**config.mk**
```make
export PLATFORM = sky130hd
export DESIGN_NAME = led_flash_sched
export DESIGN_NICKNAME = d
export VERILOG_FILES = /design/src/rtl/led_flash_sched.sv
export SDC_FILE = /design/constraint.sdc
export NUM_CORES = 1
export LEC_CHECK = 0
export ABC_AREA = 1
export CAP_MARGIN = 20
export CORE_UTILIZATION = 59
export DETAILED_ROUTE_END_ITERATION = 6
export GPL_TIMING_DRIVEN = 0
export PLACE_DENSITY_LB_ADDON = 0.2
export SETUP_SLACK_MARGIN = 0.4
export SYNTH_ARGS = -nofsm -noshare
export SYNTH_HDL_FRONTEND = slang
export SYNTH_SLANG_ARGS = --single-unit
```
**constraint.sdc**
```tcl
create_clock -name clk -period 2.5 [get_ports clk]
set_input_delay 0.5 -clock clk [delete_from_list [all_inputs] [get_ports clk]]
set_output_delay 0.5 -clock clk [all_outputs]
set_load 0.05 [all_outputs]
```
**src/rtl/led_flash_sched.sv**
```systemverilog
// Shared-LED flash-code scheduler: four requesters take turns on one LED.
// Requester i is shown as i+1 blinks followed by a dark gap.
module led_flash_sched #(
  parameter int unsigned HALF_PERIOD = 16000000,
  parameter int unsigned GAP_PERIOD  = 32000000
) (
  input  logic       clk,
  input  logic       rst,
  input  logic [3:0] req,
  output logic [3:0] grant,
  output logic       busy,
  output logic       done,
  output logic       led_out
);

  localparam int unsigned TW   = 25;
  localparam int unsigned NREQ = 4;
  localparam int unsigned IW   = 2;
  localparam int unsigned BW   = 3;

  localparam logic [TW-1:0] HALF_LAST = TW'(HALF_PERIOD - 1);
  localparam logic [TW-1:0] GAP_LAST  = TW'(GAP_PERIOD - 1);

  typedef enum logic [1:0] {
    S_IDLE,
    S_ON,
    S_OFF,
    S_GAP
  } state_t;

  state_t          state, state_n;
  logic [TW-1:0]   timer, timer_n;
  logic [BW-1:0]   blinks, blinks_n;
  logic [IW-1:0]   sel, sel_n;
  logic [IW-1:0]   last_grant, last_grant_n;
  logic [3:0]      grant_n;
  logic            busy_n;
  logic            done_n;
  logic            led_n;

  logic            arb_valid;
  logic [IW-1:0]   arb_sel;
  logic [IW-1:0]   arb_idx;

  // Round-robin pick: first set request after the previous owner, wrapping.
  always_comb begin
    arb_valid = 1'b0;
    arb_sel   = last_grant;
    arb_idx   = last_grant;
    for (int k = 1; k <= NREQ; k++) begin
      arb_idx = last_grant + IW'(k);
      if (!arb_valid && req[arb_idx]) begin
        arb_valid = 1'b1;
        arb_sel   = arb_idx;
      end
    end
  end

  // Next-state and next-output logic; every output is registered below.
  always_comb begin
    state_n      = state;
    timer_n      = timer + TW'(1);
    blinks_n     = blinks;
    sel_n        = sel;
    last_grant_n = last_grant;
    grant_n      = grant;
    busy_n       = busy;
    done_n       = 1'b0;
    led_n        = led_out;

    case (state)
      S_IDLE: begin
        timer_n = '0;
        if (arb_valid) begin
          state_n  = S_ON;
          sel_n    = arb_sel;
          blinks_n = BW'(arb_sel) + BW'(1);
          grant_n  = 4'b0001 << arb_sel;
          busy_n   = 1'b1;
          led_n    = 1'b1;
        end else begin
          grant_n = '0;
          busy_n  = 1'b0;
          led_n   = 1'b0;
        end
      end
      S_ON: begin
        if (timer == HALF_LAST) begin
          state_n = S_OFF;
          timer_n = '0;
          led_n   = 1'b0;
        end
      end
      S_OFF: begin
        if (timer == HALF_LAST) begin
          timer_n  = '0;
          blinks_n = blinks - BW'(1);
          if (blinks != BW'(1)) begin
            state_n = S_ON;
            led_n   = 1'b1;
          end else begin
            state_n = S_GAP;
          end
        end
      end
      S_GAP: begin
        if (timer == GAP_LAST) begin
          state_n      = S_IDLE;
          timer_n      = '0;
          last_grant_n = sel;
          grant_n      = '0;
          busy_n       = 1'b0;
          done_n       = 1'b1;
          led_n        = 1'b0;
        end
      end
      default: begin
        state_n = S_IDLE;
        timer_n = '0;
      end
    endcase
  end

  // Reset leaves requester 0 with first priority (last owner = 3).
  always_ff @(posedge clk) begin
    if (rst) begin
      state      <= S_IDLE;
      timer      <= '0;
      blinks     <= '0;
      sel        <= '0;
      last_grant <= IW'(NREQ - 1);
      grant      <= '0;
      busy       <= 1'b0;
      done       <= 1'b0;
      led_out    <= 1'b0;
    end else begin
      state      <= state_n;
      timer      <= timer_n;
      blinks     <= blinks_n;
      sel        <= sel_n;
      last_grant <= last_grant_n;
      grant      <= grant_n;
      busy       <= busy_n;
      done       <= done_n;
      led_out    <= led_n;
    end
  end

endmodule

```
==> qor.yml <==
sta:
  whs_ns: 0.4616
  rsz0062_at_grt: "no"
  maxSlewHeadroom: 0.6628
  tns_ns: 0
  layout_setup_ws_ns: 0.5601
  setup_violations: 0
  portion_of_the_clock_cycle_consumed_by_the_worst_path_in_the_final_layout: 0.7760
  hold_viol_final: 0
  clock.fmax_mhz: 515.5
  timing_max_transition_violations_final: 0
  finalClockSkew_ns: 0.009571
  final.min_clock_period_ns: 1.940
  worstMarginPinSlew_ns: 0.5058
setup_path:
  kind_of_end_point_of_the_critical_path: "flop"
  critical_path.cell_chain: "buf_4, inv_2, nand2_1, nand2_2, nand2_1, nand2_2, inv_2, nand3_1, nand3_1, nand2_2, inv_2, ha_4, nand2_1, o21ai_1, nand3_1, a21oi_1"
  worst_path_dominant_cell_family: "simple AND/OR/NAND/NOR gates"
  slowest_delay_ns: 0.31
  setup.worst_path.start: "last_grant[0]$_SDFFE_PP1P_"
  cp_data_required_time_ns: 2.73
  data_arrival_at_the_endpoint_of_the_critical_path_ns: 2.17
  critPathKind: "reg -> reg"
  worstPathBufferInverterCount: 4
  critical-path-slowest-cell: "sky130_fd_sc_hd__dfxtp_1"
  cp_max_fo: 8
  crit_path_start_kind: "flop"
  startpoint_of_the_lowest_slack_register_to_register_path: "last_grant[0]$_SDFFE_PP1P_"
floorplanning:
  floorplan.die.height_um: 66.16
  std_cell_rows: 22
  die_w_um: 66.16
  die-area_mm2: 0.004376
  floorplan.io_pins: 13
  fp.coreArea_mm2: 0.003799
  initial_utilization: 0.6393
synth:
  ys_seq_area_frac: 0.3380
  postSynth.asyncResetShare: 0
  number_of_enable_flip_flop_cells_after_synthesis: 0
  postSynth.topFlopCell: "sky130_fd_sc_hd__dfxtp_1"
  post_synthesis_instance_area_mm2: 0.002429
  synth-warning-count: 0
  yosys-top-cells-area: "sky130_fd_sc_hd__dfxtp_1 34%, sky130_fd_sc_hd__nand2_1 14%, sky130_fd_sc_hd__nor2_1 9.1%, sky130_fd_sc_hd__ha_1 6.2%, sky130_fd_sc_hd__xor2_1 4.7%"
  synthDistinctLibCells: 31
  area_fraction_of_the_dominant_cell_type_after_synthesis: 0.3380
  synth-seq-cells: 41
  postSynthNetCount: 364
  synth_largest_area_cell: "sky130_fd_sc_hd__dfxtp_1"
  syn-mean-instance-area_um2: 7.019
  syn-instance-count: 346
global_route:
  globalRouteOverflowTotal: 0
  grt_antenna_before_repair: 0
  grt_pass1_vias: 1979
  grt_first_pass_wirelength_mm: 8.376
  global_route.usage.total: 0.2510
  maximum_number_of_pins_on_one_net_before_global_route_repair: 15
detailed_routing:
  remaining_drc_errors: 0
  drt_iter0_markers: 174
  detail_route.first_pass.iterations: 4
  via_count: 2169
  drtAntennaViolNets: 0
  avgRoutedWirePerCell_um: 11.70
  route.detailed.vias_per_inst: 5.189
  route.final.wire_length_mm: 4.892
hold_path:
  hold_path_startpoint: "timer[0]$_SDFF_PP0_"
  worstHoldPathType: "reg -> reg"
run_status:
  run_status: "finished clean"
layout:
  fin_area_mm2: 0.002778
  num_antenna_cells: 0
  ratio_of_cells_with_drive_above_1_in_the_final_layout: 0.1378
  fin_cells: 418
  final_net_count: 387
  flow.area_growth_from_synthesis_pct: 14.37
power:
  leakage_nw: 1.126
  power_density_mw_per_mm2: 697.6
  vdd.ir_drop.worst_v: 0.0006224
clock_tree:
  clk_latency_ns: 0.30
  clock_tree.root_cell: "sky130_fd_sc_hd__clkbuf_8"
  tritoncts: "yes"
  cts_num_sinks: 41
  max-clock-path-buffers: 2
  cts.clk_slew.worst_paths_ns: 0.08
  cts_htree_levels: 2
  cts_buffers: 5
placement:
  place_area_mm2: 0.002609
  preCtsSetupSlack_ns: 0.02200
  gp_congestion: 0.9973
  placement.io_buffers: 12
  dp_hpwl_mm: 3.649
  place.detailed.instances: 406
flow_run:
  cap_viol_max_count: 0
==> cell type report <==
cell class	count	area [um^2]
buffer	4	33.78
clock buffer	5	68.82
clock inverter	3	22.52
fill	316	1021
inverter	33	123.9
multi-input combinational	268	1488
sequential	41	820.8
tap	48	60.06
timing repair buffer	16	160.2
==> synth_stat cells, drive strengths merged (7+ instances only) <==
library cell and count:
xnor2 7, dfxtp 41, ha 12, nor3 12
a21oi 12, o21ai 7, nand4 8, nand2 97
inv 33, xor2 13, nor2 66, nand3 22
==> flip-flops by register name, summed over array words and instances, names as in the netlist <==
name / cells
timer: 25
grant: 4
blinks: 3
last_grant: 2
sel: 2
state: 2
busy: 1
done: 1
led_out: 1
==> through the flow <==
step / total power [mW] / util
2_1_floorplan: 1.332 / -
3_3_place_gp: 1.479 / 0.6868
3_5_place_dp: 1.492 / 0.6868
4_1_cts: 1.938 / 0.7154
5_1_grt: 2.072 / 0.7312
6_report: 1.938 / 0.7312
==> per-layer routing <==
layer | GRT usage | share of wire
met5 | 0 | 0
met4 | 0.06915 | 0.011
met3 | 0.06379 | 0.062
met2 | 0.3929 | 0.44
met1 | 0.3397 | 0.49
==> path summary, 6_finish.rpt <==
path / cells after the start / slack, ns / endpoint
min reg2reg: 1 / 0.46 / timer[0]$_SDFF_PP0_
min: 1 / 0.46 / timer[0]$_SDFF_PP0_
max reg2reg: 16 / 0.56 / blinks[1]$_SDFFE_PP0P_
max: 16 / 0.56 / blinks[1]$_SDFFE_PP0P_
==> logic make-up after synthesis <==
logic type      synth area share
xor+xnor                 0.07213
fa+ha+maj                0.06182
compound gates           0.05358
buf+inv                  0.06491
simple gates              0.4096
flops                     0.3380
==> what timing repair did <==
action                     in CTS  in global routing
hold buffers                    0                  0
buffers inserted                1                  3
pin swaps                       2                  9
resized for setup               6                 11
setup endpoints to repair       1                  2
==> cells in the final DEF, fill, tap and decap left out, types with 2 or more instances in the layout <==
cell                               n
sky130_fd_sc_hd__o211ai_1          2
sky130_fd_sc_hd__buf_4             5
sky130_fd_sc_hd__o21ai_1           2
sky130_fd_sc_hd__ha_1             11
sky130_fd_sc_hd__inv_1            27
sky130_fd_sc_hd__nor4_1            2
sky130_fd_sc_hd__xor2_1           12
sky130_fd_sc_hd__clkinvlp_4        3
sky130_fd_sc_hd__inv_2             6
sky130_fd_sc_hd__a21oi_1          12
sky130_fd_sc_hd__a31oi_1           2
sky130_fd_sc_hd__xnor2_1           7
sky130_fd_sc_hd__nand2_4           4
sky130_fd_sc_hd__nor2_1           59
sky130_fd_sc_hd__nor3_1           11
sky130_fd_sc_hd__nand2_2          12
sky130_fd_sc_hd__nand3_1          21
sky130_fd_sc_hd__clkbuf_8          5
sky130_fd_sc_hd__nor2_2            3
sky130_fd_sc_hd__dfxtp_1          41
sky130_fd_sc_hd__o21ai_0           5
sky130_fd_sc_hd__nand4_1           8
sky130_fd_sc_hd__buf_6             2
sky130_fd_sc_hd__clkdlybuf4s50_1   8
sky130_fd_sc_hd__nor2_4            4
sky130_fd_sc_hd__nand2_1          81
sky130_fd_sc_hd__dlymetal6s2s_1    4
==> power by group <==
part	internal [mW]	total (mW)	switching (mW)
Sequential	0.727	0.774	0.0464
Combinational	0.261	0.722	0.462
Clock	0.196	0.441	0.246
No activity file was read; power rests on OpenSTA's default activity.
